## src/rtl/alu_seq_pkg.sv

```systemverilog
// rtl/alu_seq_pkg.sv - shared opcode, state and flag definitions for the ALU op sequencer
package alu_seq_pkg;

  localparam int NUM_OPS = 10;

  localparam int FLAG_N = 3;
  localparam int FLAG_Z = 2;
  localparam int FLAG_C = 1;
  localparam int FLAG_V = 0;

  typedef enum logic [3:0] {
    OP_ADD = 4'd0,
    OP_SUB = 4'd1,
    OP_MUL = 4'd2,
    OP_DIV = 4'd3,
    OP_MOD = 4'd4,
    OP_AND = 4'd5,
    OP_OR  = 4'd6,
    OP_XOR = 4'd7,
    OP_SHL = 4'd8,
    OP_SHR = 4'd9
  } alu_op_e;

  typedef enum logic [1:0] {
    IDLE = 2'd0,
    EXEC = 2'd1,
    RESP = 2'd2
  } seq_state_e;

  function automatic logic is_legal_op(input logic [3:0] op);
    return op < 4'(NUM_OPS);
  endfunction

  // Only the arithmetic ops produce meaningful carry/overflow
  function automatic logic keeps_cv(input logic [3:0] op);
    return (op == OP_ADD) || (op == OP_SUB) || (op == OP_MUL);
  endfunction

endpackage

```

## src/rtl/alu_seq_result_mux.sv

```systemverilog
// rtl/alu_seq_result_mux.sv - opcode-indexed selection of ALU result/flags with C/V masking
module alu_seq_result_mux
  import alu_seq_pkg::*;
#(
  parameter int N = 4
) (
  input  logic [3:0]           op,
  input  logic [NUM_OPS*N-1:0] alu_res,
  input  logic [NUM_OPS*4-1:0] alu_flags,
  output logic [N-1:0]         data,
  output logic [3:0]           flags
);

  logic [3:0] raw;

  always_comb begin
    data  = '0;
    raw   = '0;
    flags = '0;
    for (int k = 0; k < NUM_OPS; k++) begin
      if (op == 4'(k)) begin
        data = alu_res[k*N +: N];
        raw  = alu_flags[k*4 +: 4];
      end
    end
    flags[FLAG_N] = raw[FLAG_N];
    flags[FLAG_Z] = raw[FLAG_Z];
    if (keeps_cv(op)) begin
      flags[FLAG_C] = raw[FLAG_C];
      flags[FLAG_V] = raw[FLAG_V];
    end
  end

endmodule

```

## src/rtl/alu_op_sequencer.sv

```systemverilog
// rtl/alu_op_sequencer.sv - request/response sequencer driving the ALU operand bus
// Optional counters: define ALU_SEQ_STATS_EN to enable stat_ops/stat_err.
module alu_op_sequencer
  import alu_seq_pkg::*;
#(
  parameter int N        = 4,
  parameter int MULT_LAT = 4
) (
  input  logic                 clk,
  input  logic                 rst,
  input  logic                 req_valid,
  output logic                 req_ready,
  input  logic [3:0]           req_op,
  input  logic [N-1:0]         req_a,
  input  logic [N-1:0]         req_b,
  input  logic                 req_cin,
  input  logic [$clog2(N):0]   req_shamt,
  output logic [N-1:0]         alu_a,
  output logic [N-1:0]         alu_b,
  output logic                 alu_cin,
  output logic [$clog2(N):0]   alu_shamt,
  input  logic [10*N-1:0]      alu_res,
  input  logic [39:0]          alu_flags,
  output logic                 rsp_valid,
  input  logic                 rsp_ready,
  output logic [N-1:0]         rsp_data,
  output logic [3:0]           rsp_flags,
  output logic                 rsp_err,
  output logic [15:0]          stat_ops,
  output logic [15:0]          stat_err
);

  localparam int CW = (MULT_LAT > 1) ? $clog2(MULT_LAT + 1) : 1;

  seq_state_e      state_q, state_d;
  logic [3:0]      op_q;
  logic [CW-1:0]   cnt_q;
  logic [N-1:0]    sel_data;
  logic [3:0]      sel_flags;
  logic            accept;
  logic            rsp_fire;
  logic            exec_done;

  assign req_ready = (state_q == IDLE);
  assign rsp_valid = (state_q == RESP);
  assign accept    = req_valid && req_ready;
  assign rsp_fire  = rsp_valid && rsp_ready;
  assign exec_done = (state_q == EXEC) && (cnt_q == CW'(1));

  alu_seq_result_mux #(.N(N)) u_result_mux (
    .op        (op_q),
    .alu_res   (alu_res),
    .alu_flags (alu_flags),
    .data      (sel_data),
    .flags     (sel_flags)
  );

  always_ff @(posedge clk or posedge rst) begin
    if (rst) state_q <= IDLE;
    else     state_q <= state_d;
  end

  always_comb begin
    state_d = state_q;
    case (state_q)
      IDLE:    if (accept) state_d = is_legal_op(req_op) ? EXEC : RESP;
      EXEC:    if (exec_done) state_d = RESP;
      RESP:    if (rsp_ready) state_d = IDLE;
      default: state_d = IDLE;
    endcase
  end

  // Operands are captured only on accept so the ALU sees a stable bus until the next request
  always_ff @(posedge clk or posedge rst) begin
    if (rst) begin
      alu_a     <= '0;
      alu_b     <= '0;
      alu_cin   <= 1'b0;
      alu_shamt <= '0;
      op_q      <= '0;
      cnt_q     <= '0;
      rsp_data  <= '0;
      rsp_flags <= '0;
      rsp_err   <= 1'b0;
    end else begin
      if (accept) begin
        if (is_legal_op(req_op)) begin
          alu_a     <= req_a;
          alu_b     <= req_b;
          alu_cin   <= req_cin;
          alu_shamt <= req_shamt;
          op_q      <= req_op;
          cnt_q     <= (req_op == OP_MUL) ? CW'(MULT_LAT) : CW'(1);
        end else begin
          rsp_err   <= 1'b1;
          rsp_data  <= '0;
          rsp_flags <= '0;
        end
      end
      if (state_q == EXEC) begin
        cnt_q <= cnt_q - CW'(1);
        if (exec_done) begin
          rsp_data  <= sel_data;
          rsp_flags <= sel_flags;
          rsp_err   <= 1'b0;
        end
      end
    end
  end

`ifdef ALU_SEQ_STATS_EN
  logic [15:0] ops_q;
  logic [15:0] err_q;

  always_ff @(posedge clk or posedge rst) begin
    if (rst) begin
      ops_q <= '0;
      err_q <= '0;
    end else if (rsp_fire) begin
      if (ops_q != 16'hFFFF) ops_q <= ops_q + 16'd1;
      if (rsp_err && (err_q != 16'hFFFF)) err_q <= err_q + 16'd1;
    end
  end

  assign stat_ops = ops_q;
  assign stat_err = err_q;
`else
  logic unused_fire;
  assign unused_fire = rsp_fire;
  assign stat_ops    = '0;
  assign stat_err    = '0;
`endif

endmodule

```

## config.mk

```make
export PLATFORM = sky130hd
export DESIGN_NAME = alu_op_sequencer
export DESIGN_NICKNAME = d
export VERILOG_FILES = /design/src/rtl/alu_seq_pkg.sv /design/src/rtl/alu_seq_result_mux.sv /design/src/rtl/alu_op_sequencer.sv
export SDC_FILE = /design/constraint.sdc
export NUM_CORES = 1
export LEC_CHECK = 0
export ABC_AREA = 1
export CORE_MARGIN = 3
export CORE_UTILIZATION = 33
export CTS_CLUSTER_SIZE = 25
export DETAILED_ROUTE_END_ITERATION = 8
export GPL_TIMING_DRIVEN = 0
export HOLD_SLACK_MARGIN = 0.15
export PLACE_DENSITY = 0.78
export REMOVE_ABC_BUFFERS = 1
export SYNTH_ARGS = -nofsm -noshare
export SYNTH_HDL_FRONTEND = slang
export SYNTH_SLANG_ARGS = --single-unit
```

## constraint.sdc

```tcl
create_clock -name clk -period 1.7 [get_ports clk]
set_input_delay 0.34 -clock clk [delete_from_list [all_inputs] [get_ports clk]]
set_output_delay 0.34 -clock clk [all_outputs]
set_load 0.05 [all_outputs]
```

* Word-level counts from Yosys, hierarchy flattened
Index checks and enable logic that the tools add are counted.
** Word-level totals
- Bits in registers :: 30
- Bits of input ports :: 100
- Output and inout port bits :: 55
- Word-level logic and storage cells :: 81
** Cells by class
- Reduce and logical (&&, ||, !) cells :: 11
- Multiplexer cells :: 42
- Add/sub/neg operators :: 1
- $lt $le $gt $ge :: 1
- Equal/unequal tests :: 16
** Operator list (count)
- 4-bit 2-to-1 mux :: 28
- 4-bit by 3-bit equality test with 1-bit output (second input constant) :: 4
- 4-bit by 2-bit equality test with 1-bit output (second input constant) :: 3
- 3-bit 2-to-1 mux :: 4
- 2-bit 2-to-1 mux :: 5
- 4-bit equality test (second input constant) :: 2
- 2-bit case mux with 3 select lines :: 1
- 4-bit by 1-bit equality test with 1-bit output (second input constant) :: 1
- 4-bit logical NOT :: 1
- 4-bit less-than comparator (second input constant) :: 1
- 1-bit 2-to-1 mux :: 4
- 2-bit by 1-bit inequality test with 1-bit output (second input constant) :: 2
- 2-bit AND reduction :: 2
- 2-bit nonzero test :: 2
- 3-bit by 1-bit equality test with 1-bit output (second input constant) :: 1
- 3-bit AND reduction :: 1
- 3-bit by 1-bit subtractor with 3-bit output (second input constant) :: 1
- 2-bit by 1-bit equality test with 1-bit output (second input constant) :: 1
- 2-bit equality test (second input constant) :: 1
- 1-bit logical AND :: 2
- 2-bit logical NOT :: 1
- 1-bit logical OR :: 2
- 2-bit inequality test (second input constant) :: 1

* Logic depth before layout (Yosys ltp)
- Word-level depth :: 14
- Gate-level depth with buffers :: 10
- Depth with buffers taken out :: 10

* Modules after synthesis
From an unflattened synthesis, not the netlist that was laid out.
** Unflattened totals
- Cells, all modules :: 329
- Area, all modules :: 2270.9 um2
** Modules (own cells, without submodules)
- alu_op_sequencer :: instances 1, area an instance 1600.3 um2, cells each 189, seq. area each 750.7 um2
- alu_seq_result_mux :: instances 1, area an instance 670.6 um2, cells each 140, seq. area each 0.0 um2

* Worst setup path after synthesis
No wires, ideal clock.
- Kind :: reg2out
- Start point :: reg state_q[1]
- End point :: out rsp_valid
- Buffers on the path :: 0
- Data required time :: 1.360 ns
- Data arrival time :: 1.128 ns
- Stages on the path, launching flop included :: 3
- Path slack :: 0.232 ns
- Path through :: dfrtp_1 -> inv_1 -> nor2_1
** On the way
- Word-level cells in the longest chain between the ends :: 1
** Ends and longest elaborated chain
- start, declared :: line alu_op_sequencer.sv:35 : seq_state_e state_q, state_d;
- start signal, assigned :: line alu_op_sequencer.sv:60 : else state_q <= state_d;
- 2-bit equality test :: line alu_op_sequencer.sv:45 : assign rsp_valid = (state_q == RESP);
- end, declared :: line alu_op_sequencer.sv:24 : output logic rsp_valid,
No other way between the ends.

* Worst setup path after layout
- Start point :: reg state_q[1]
- End point :: out req_ready
** On the way
- Word-level cells in the longest chain between the ends :: 1
** Ends and longest elaborated chain
- 2-bit logical NOT :: line alu_op_sequencer.sv:44 : assign req_ready = (state_q == IDLE);
- end, declared :: line alu_op_sequencer.sv:12 : output logic req_ready,
No other way between the ends.

==> run_results.csv <==
group,metric,value,unit
grt,grt.overflow.total,0,
sta,timing.fmax,640,MHz
synthesis,syn_area_per_cell,7.37,µm²
grt,grt_max_degree,31,
run_status,outcome,"completed",
route,drt-vias-per-instance,4.56,
synthesis,synth_top_area_share,35.0,%
floorplan,fp.dieH,86.6,µm
synthesis,ys_warn_count,0,
clock_network,numCtsBuffers,5,
place,io_buffers,108,
final_layout,synthToLayoutAreaGrowth,54.0,%
place,dp_hpwl,5070,µm
sta,max-slew-margin-rel,27.0,%
power_and_ir_drop,vdd_drop_max,1070,µV
final_layout,fillers,629,
floorplan,rows,28,
route,wl_per_cell,13.0,µm
synthesis,yosysUniqueCellTypes,26,
synthesis,ys_seq_area_share,35.0,%
flow_run,drv_cap,0,
critical_path,critPathCaptureType,"output port",
clock_network,hold_buffers,0,
final_layout,final_core_util,54.2,%
sta,worstMarginPinSlew,1090,ps
final_layout,final_area,3300,µm²
clock_network,clkTransAtPathRegs,70,ps
power_and_ir_drop,power_density,1640,nW/µm²
clock_network,cts_sinks,30,
sta,finalCritPeriodShare,91.9,%
critical_path,worstPathMaxFanout,4,
route,wirelength,6280,µm
floorplan,core-area,6100,µm²
grt,first_global_vias,2239,
synthesis,ys_ff_latch,30,
floorplan,die_w,86.6,µm
final_layout,layout-drive-gt1-share,10.8,%
route,drtAntennaViolNets,0,
route,first_iter_violations,29,
place,gp_congestion,0.825,
route,drc,0,
synthesis,postSynthCellCount,291,
route,vias,2193,
synthesis,synth_area,2150,µm²
synthesis,yosys-top-cells-area,"dfrtp_1 (35%), buf_4 (12%), nand2_1 (11%)",
floorplan,start_util,35.2,%
clock_network,root_buffer,"clkbuf_8",
clock_network,tritoncts,"built",
grt,track_usage,16.9,%
hold_path,hold_class,"reg -> reg",
critical_path,required,1360,ps
place,placed_area,3170,µm²
synthesis,yosys.area.top_type,"dfrtp_1",
critical_path,cp.arrival,1220,ps
floorplan,die_area,7510,µm²
floorplan,io_pins,155,
sta,finalSetupViolCount,0,
route,firstDrtPassIters,4,
critical_path,path_class,"reg -> out",
final_layout,final_nets,507,
critical_path,start_kind,"flip-flop",
grt,grt_pass1_wl,10100,µm
sta,hold_violations,0,
sta,post-route-min-period,1560,ps
clock_network,worstSkewPairLatency,280,ps
clock_network,cts_max_path_buffers,2,
grt,antenna_found_initial,0,
sta,skew,5.63,ps
clock_network,h-tree-depth,2,
sta,maxSlewViolCount,0,
power_and_ir_drop,p_leak,1.66,nW
final_layout,diodes,0,
## report_power, final
part | internal (mW) | switching (mW) | leakage, nW
combinational | 1.20 | 2.32 | 1.24
clock | 0.325 | 0.264 | 0.0472
sequential | 1.04 | 0.266 | 0.371
total | 2.56 | 2.85 | 1.66
## state kept, by name, indices dropped and copies added (netlist names)
name / count
alu_a: 4
rsp_data: 4
alu_cin: 1
alu_shamt: 3
state_q: 2
rsp_err: 1
cnt_q: 3
op_q: 4
rsp_flags: 4
alu_b: 4
## cell usage after synthesis
| cell type | number |
|---|---|
| nor3_1 | 1 |
| nor2_4 | 3 |
| inv_2 | 4 |
| nor2_1 | 21 |
| nor3_4 | 1 |
| dfrtp_1 | 30 |
| o22ai_1 | 1 |
| o21ai_0 | 12 |
| nor3_2 | 1 |
| buf_2 | 2 |
| a21oi_1 | 16 |
| nand4_1 | 6 |
| mux2_2 | 12 |
| buf_4 | 33 |
| nand3_1 | 33 |
| inv_1 | 35 |
| o311ai_0 | 1 |
| nand2_2 | 4 |
| o21ai_1 | 2 |
| buf_6 | 1 |
| nor2_2 | 3 |
| ha_1 | 2 |
| conb_1 | 1 |
| o211ai_1 | 1 |
| nor3b_2 | 1 |
| nand2_1 | 64 |
## cells in the final DEF, fill, tap and decap left out, types with 6 or more instances in the layout
cell             Yosys  layout
clkdlybuf4s50_1      0      85
nand2_1             64      64
inv_1               35      35
nand3_1             33      33
conb_1               1      32
dfrtp_1             30      30
dlygate4sd2_1        0      21
nor2_1              21      20
a21oi_1             16      16
mux2_2              12      12
o21ai_0             12      12
nand4_1              6       6
clkbuf_8             0       6
## per-stage QoR
stage	hold slack [ps]	instances	worst slack, ps	total power [mW]	setup TNS [ps]
finish	504	481	138	5.42	0
global route	525	481	-11.7	5.84	-11.7
CTS	509	477	33.8	5.29	0
detailed placement	497	469	-347	4.82	-4660
global placement	487	469	-290	4.76	-4140
floorplan	431	286	232	3.67	0
## repair_timing
action / CTS / global route
setup buffers: 0 / 4
endpoints found under the setup margin: 30 / 8
gates resized for setup: 28 / 4
pin swaps: 0 / 2
## worst max-delay path: stages (launching register included)
cell             delay [ps]
dfrtp_1                 450
nor2_1                  110
clkdlybuf4s15_2         380
## layer usage
layer	wire length, µm	track usage (%)	vias up
met2	2930	30.0	110
met3	753	7.13	4
met5	0	0	-
met1	2540	18.5	982
li1	-	-	1097
met4	57	4.25	0
## final cells by class
cell class                      count  area (µm²)  area share [%]
Inverter                           39         146            4.43
Clock inverter                      2        12.5           0.379
Timing Repair Buffer              112        1110            33.5
Sequential cell                    30         751            22.7
Multi-Input combinational cell    217        1110            33.7
Clock buffer                        6        82.6            2.50
Tap cell                           75        93.8            2.84
## kinds of logic after synthesis
logic type                 count (synthesis)  synth area share [%]
and+or+nand+nor                          138                  30.0
buffers and inverters                     75                  19.4
AOI/OAI and AO/OA                         33                  8.05
DFF                                       30                  35.0
muxes                                     12                  6.30
adders and majority gates                  2                  1.17
other                                      1                 0.175
## path summary, 6_finish.rpt
kind                       slack, ps       start      endpoint  depth (start not counted)
min                              500    alu_a[3]      alu_a[3]                          1
max in group asynchronous        390         rst      alu_a[3]                          2
max                              140  state_q[1]     req_ready                          2
min reg2reg                      500    alu_a[3]      alu_a[3]                          1
min in group asynchronous        650         rst  rsp_flags[3]                          2
max reg2reg                      150     op_q[0]   rsp_data[3]                         11
Power figures use the tool's default switching activity.
